<file path="config.mk">
export PLATFORM = sky130hd
export DESIGN_NAME = logic_gate_pipe
export DESIGN_NICKNAME = d
export VERILOG_FILES = /design/src/rtl/logic_gate_pkg.sv /design/src/rtl/logic_gate_core.sv /design/src/rtl/logic_gate_pipe.sv
export SDC_FILE = /design/constraint.sdc
export NUM_CORES = 1
export LEC_CHECK = 0
export CELL_PAD_IN_SITES_DETAIL_PLACEMENT = 0
export CELL_PAD_IN_SITES_GLOBAL_PLACEMENT = 1
export CORE_AREA = 5 5 98 91
export CTS_CLUSTER_DIAMETER = 200
export DETAILED_ROUTE_END_ITERATION = 8
export DIE_AREA = 0 0 103 96
export PLACE_DENSITY = 0.93
export SLEW_MARGIN = 5
export SYNTH_ARGS = -nofsm -noshare
export SYNTH_HDL_FRONTEND = slang
export SYNTH_HIERARCHICAL = 1
export SYNTH_SLANG_ARGS = --single-unit
</file>
<file path="constraint.sdc">
create_clock -name clk -period 3.6 [get_ports clk]
set_clock_uncertainty 0.05 [all_clocks]
set_input_delay 0.54 -clock clk [delete_from_list [all_inputs] [get_ports clk]]
set_output_delay 0.54 -clock clk [all_outputs]
set_load 0.02 [all_outputs]
</file>
<file path="src/rtl/logic_gate_pkg.sv">
// Shared op-code definitions for the N-channel bitwise logic unit and its
// combinational core.
package logic_gate_pkg;

    localparam int OP_W = 3;

    localparam logic [OP_W-1:0] OP_AND     = 3'd0;
    localparam logic [OP_W-1:0] OP_OR      = 3'd1;
    localparam logic [OP_W-1:0] OP_XOR     = 3'd2;
    localparam logic [OP_W-1:0] OP_NAND    = 3'd3;
    localparam logic [OP_W-1:0] OP_NOR     = 3'd4;
    localparam logic [OP_W-1:0] OP_XNOR    = 3'd5;
    localparam logic [OP_W-1:0] OP_PASS    = 3'd6;
    localparam logic [OP_W-1:0] OP_ILLEGAL = 3'd7;

    function automatic logic op_is_legal(input logic [OP_W-1:0] op);
        return op != OP_ILLEGAL;
    endfunction

endpackage

</file>
<file path="src/rtl/logic_gate_core.sv">
// Combinational CHANNELS-wide bitwise reduction; inverted ops invert the full
// reduction. Illegal op codes give a zero result with err set.
module logic_gate_core
    import logic_gate_pkg::*;
#(
    parameter int WIDTH    = 8,
    parameter int CHANNELS = 4
) (
    input  logic [CHANNELS*WIDTH-1:0] in_data,
    input  logic [OP_W-1:0]           op,
    output logic [WIDTH-1:0]          result,
    output logic                      err
);

    logic [WIDTH-1:0] and_r;
    logic [WIDTH-1:0] or_r;
    logic [WIDTH-1:0] xor_r;

    always_comb begin
        and_r = '1;
        or_r  = '0;
        xor_r = '0;
        for (int k = 0; k < CHANNELS; k++) begin
            and_r = and_r & in_data[k*WIDTH +: WIDTH];
            or_r  = or_r  | in_data[k*WIDTH +: WIDTH];
            xor_r = xor_r ^ in_data[k*WIDTH +: WIDTH];
        end
    end

    always_comb begin
        result = '0;
        err    = !op_is_legal(op);
        case (op)
            OP_AND:  result = and_r;
            OP_OR:   result = or_r;
            OP_XOR:  result = xor_r;
            OP_NAND: result = ~and_r;
            OP_NOR:  result = ~or_r;
            OP_XNOR: result = ~xor_r;
            OP_PASS: result = in_data[WIDTH-1:0];
            default: result = '0;
        endcase
    end

endmodule

</file>
<file path="src/rtl/logic_gate_pipe.sv">
// Two-stage valid/ready pipelined logic unit with wrapping transaction counter.
// Optional out_parity port enabled by defining LOGIC_GATE_PIPE_PARITY_EN.
module logic_gate_pipe
    import logic_gate_pkg::*;
#(
    parameter int WIDTH    = 8,
    parameter int CHANNELS = 4,
    parameter int CNT_W    = 16
) (
    input  logic                      clk,
    input  logic                      rst_n,
    input  logic                      in_valid,
    output logic                      in_ready,
    input  logic [CHANNELS*WIDTH-1:0] in_data,
    input  logic [OP_W-1:0]           in_op,
    output logic                      out_valid,
    input  logic                      out_ready,
    output logic [WIDTH-1:0]          out_data,
    output logic [OP_W-1:0]           out_op,
    output logic                      out_err,
    output logic [CNT_W-1:0]          txn_count
`ifdef LOGIC_GATE_PIPE_PARITY_EN
    ,
    output logic                      out_parity
`endif
);

    logic                      vld_p1;
    logic [CHANNELS*WIDTH-1:0] data_p1;
    logic [OP_W-1:0]           op_p1;

    logic                      vld_p2;
    logic [WIDTH-1:0]          data_p2;
    logic [OP_W-1:0]           op_p2;
    logic                      err_p2;

    logic [WIDTH-1:0]          res_c;
    logic                      err_c;

    logic                      s2_free;
    logic                      s1_adv;
    logic                      in_fire;
    logic                      out_fire;
    logic [CNT_W-1:0]          cnt;

    // Ready depends only on pipeline state and out_ready, never on in_valid.
    assign s2_free  = !vld_p2 || out_ready;
    assign s1_adv   = vld_p1 && s2_free;
    assign in_ready = !vld_p1 || s2_free;
    assign in_fire  = in_valid && in_ready;
    assign out_fire = vld_p2 && out_ready;

    // Stage 1: capture input word on handshake
    always_ff @(posedge clk or negedge rst_n) begin
        if (!rst_n) begin
            vld_p1 <= 1'b0;
        end else if (in_fire) begin
            vld_p1 <= 1'b1;
        end else if (s1_adv) begin
            vld_p1 <= 1'b0;
        end
    end

    always_ff @(posedge clk) begin
        if (in_fire) begin
            data_p1 <= in_data;
            op_p1   <= in_op;
        end
    end

    logic_gate_core #(
        .WIDTH    (WIDTH),
        .CHANNELS (CHANNELS)
    ) u_core (
        .in_data (data_p1),
        .op      (op_p1),
        .result  (res_c),
        .err     (err_c)
    );

    // Stage 2: registered result; holds while downstream stalls
    always_ff @(posedge clk or negedge rst_n) begin
        if (!rst_n) begin
            vld_p2  <= 1'b0;
            data_p2 <= '0;
            op_p2   <= '0;
            err_p2  <= 1'b0;
        end else if (s2_free) begin
            vld_p2 <= vld_p1;
            if (s1_adv) begin
                data_p2 <= res_c;
                op_p2   <= op_p1;
                err_p2  <= err_c;
            end
        end
    end

`ifdef LOGIC_GATE_PIPE_PARITY_EN
    logic parity_p2;

    always_ff @(posedge clk or negedge rst_n) begin
        if (!rst_n) begin
            parity_p2 <= 1'b0;
        end else if (s1_adv) begin
            parity_p2 <= ^res_c;
        end
    end

    assign out_parity = parity_p2;
`endif

    always_ff @(posedge clk or negedge rst_n) begin
        if (!rst_n) begin
            cnt <= '0;
        end else if (out_fire) begin
            cnt <= cnt + 1'b1;
        end
    end

    assign out_valid = vld_p2;
    assign out_data  = data_p2;
    assign out_op    = op_p2;
    assign out_err   = err_p2;
    assign txn_count = cnt;

endmodule

</file>
==> run summary <==
Pwr per Cell Area: 478 nW/um2
Reg power frac: 48.4%
CTS tree: done
Slew @ Worst Pin: 0.664 ns
Avg WL per Cell: 15.5 um
RR Endpoint: out_data[0]$_DFFE_PN0P_
RSZ-0062 raised after global routing: no
Port-buffer cells: 68
WP data required: 3.01 ns
Post-Syn Area per Cell: 12.7 um2
Initial Util: 42.1%
Clock transition at the registers of the reported paths: 0.06 ns
Final Worst Setup Slack: 1.12 ns
Slew margin rel.: 55.7%
GP Congestion: 0.708
Syn Inst Count: 260
Static Leakage: 1.72 nW
Min Tclk post-route: 2.48 ns
Non-Filler Instances: 438
R2R depth: 5
Number of global-route vias before repair: 2325
GR Util met3: 6.30%
Post-synth cell types: 37
Initial antenna violation count: 0
Most frequent cells in the layout: clkdlybuf4s50_1 (68), edfxtp_1 (35), dfrtp_1 (30)
Crit path top cell by count: clkdlybuf4s50_1
Post-DP HPWL: 4.89 mm
Core area: 7840 um2
Primary FF master, synth: edfxtp_1
Setup CP Type: in2out
Top cell type by total area after synthesis: edfxtp_1
Clk Latency, worst-skew pair: 0.33 ns
Number of hold buffers added after CTS: 0
Residual DRC count: 0
Pre-CTS WS: 1.13 ns
FF-to-FF Start: op_p1[1]$_DFFE_PP_
Slowest cell on the critical path: clkdlybuf4s50_1
Busiest layer in global routing: met2
Asr flop ratio synth: 46.2%
First-pass GRT wire length: 11.2 mm
Overflow after GRT: 0
CTS sink cnt: 65
WHS Path Cells: 1
CP top delay family: buffers and inverters
Met2 usage: 22.8%
Seq cells post-synth: 65
Num ports: 69
Hold Path Class: reg2reg
# diodes: 0
Register area share after synthesis: 54.7%
Worst min-delay path startpoint: txn_count[15]$_DFFE_PN0P_
Post-synth EDFFs: 35
Internal Power: 1.44 mW
Synth Cell Area: 3300 um2
Net Sw Power: 0.588 mW
Die width: 103 um
Outcome: completed
Switching part of the total power: 28.9%
# setup viols final: 0
Layout Area Growth over Synthesis: 29.0%
Fmax: 403 MHz
Levels on crit path: 3
Root Buffer: clkbuf_8
Syn Nets: 316
Critical path endpoint: in_ready
Clock tree buffer depth: 2
CP Buf/Inv Count: 2
Final ANT Viol Nets: 0
Die ar.: 9890 um2
Critical path launch point type: input port
Arr. time, crit path: 1.89 ns
CTS Buf Count: 9
DR iter-0 viols: 41
Clk pwr share: 26.4%
Share of layout cells above drive strength 1: 11.5%
Combinational Power Share: 25.2%
Row count: 31
Vias per cell: 4.88
Post-Route WL: 6.78 mm
Synth area leaders: edfxtp_1 (32%), dfrtp_1 (23%), mux2_2 (6.5%)
Largest net degree at the start of global routing: 36
NumNets Final: 390
CP startpoint: out_ready
Slew Viols, Final: 0
Via count: 2139
Peak supply drop: 0.468 mV
Slack of the worst reg-to-reg path: 1.40 ns
Maximum capacitance violations: 0
Die H: 96 um
Yosys top cell area share: 31.9%
Tot GR Track Use: 15.1%
Crit share post-route: 68.9%
Cell Chain, Critical Path: clkdlybuf4s50_1, nand3b_1, clkdlybuf4s50_1
Post-CTS sizing: 0
Dpl cells: 422
Fin Setup TNS: 0 ns
Most common cell after layout, fill and taps aside: clkdlybuf4s50_1
Crit-path max cell delay: 0.63 ns
Crit-path max FO: 4
Synth Warn #: 6
Hold Violations, Final: 0
Critical path endpoint category: output pin
Grt met1 use: 18.8%
H-tree depth: 3
Setup bufs post-CTS: 0
First drt pass iteration count: 4
-- layer usage --
metal  part of all wire [%]  vias to the layer above
li1                       -                     1064
met1                     45                     1003
met2                     45                       57
met3                    7.5                       15
met4                    2.1                        0
met5                      0                        -
-- cell usage after synthesis (5+ instances only) --
cell type	n
o21ai_1	5
inv_1	17
mux2_2	19
nor3b_1	7
nand3_1	16
xor2_1	9
ha_1	17
nand2_1	14
mux2i_1	13
xnor2_1	22
dfrtp_1	30
edfxtp_1	35
-- flip-flops by register name, summed over array words and instances (netlist names) --
register,flops
out_err,1
vld_p1,1
data_p1,32
out_op,3
op_p1,3
out_data,8
txn_count,16
out_valid,1
-- worst register-to-register path, stage by stage, from the launching register on --
cell and delay [ns]:
edfxtp_1 0.67, nor2b_1 0.29, nor2b_4 0.18, mux2_1 0.30, or3_1 0.34, mux2_2 0.27
-- cells by family (layout without fill, tap and decap cells) --
group / Yosys count / after routing / share of synthesized area (%)
compound gates: 15 / 15 / 2.73
xor+xnor: 31 / 31 / 8.24
fa+ha+maj: 17 / 17 / 6.45
buf+inv: 24 / 103 / 2.96
flops: 65 / 65 / 54.7
mux: 35 / 35 / 11.5
simple gates: 73 / 73 / 13.5
-- worst min-delay path by stage --
stage / endpoint / slack [ns]
finish: txn_count[15]$_DFFE_PN0P_ / 0.43
CTS: txn_count[15]$_DFFE_PN0P_ / 0.43
floorplan: out_data[0]$_DFFE_PN0P_ / 0.19
global route: txn_count[15]$_DFFE_PN0P_ / 0.45
global placement: txn_count[15]$_DFFE_PN0P_ / 0.42
detailed placement: txn_count[15]$_DFFE_PN0P_ / 0.42
-- stage by stage --
stage          area, um2  total power [mW]  hold slack (ns)  utilization, %
2_1_floorplan       3300              1.26            0.194               -
3_3_place_gp        4080              1.50            0.416            52.1
3_5_place_dp        4080              1.51            0.415            52.1
4_1_cts             4250              2.06            0.432            54.3
5_1_grt             4250              2.15            0.453            54.3
6_report            4250              2.03            0.426            54.3
-- final cells by class --
type	instances	area, um2
Clock buffer	15	166
Timing Repair Buffer	70	696
Fill cell	672	3580
Tap cell	99	124
Multi-Input combinational cell	171	1400
Inverter	17	63.8
Sequential cell	65	1800
Clock inverter	1	5.00
-- power groups by stage --
stage / sequential [mW] / clock, mW / combinational [mW]
after floorplan: 1.05 / 0 / 0.213
after global placement: 0.994 / 0 / 0.502
after detailed placement: 0.995 / 0 / 0.516
after CTS: 0.984 / 0.559 / 0.519
after global routing: 1.00 / 0.596 / 0.555
final: 0.984 / 0.536 / 0.512
Power figures use the tool's default switching activity.
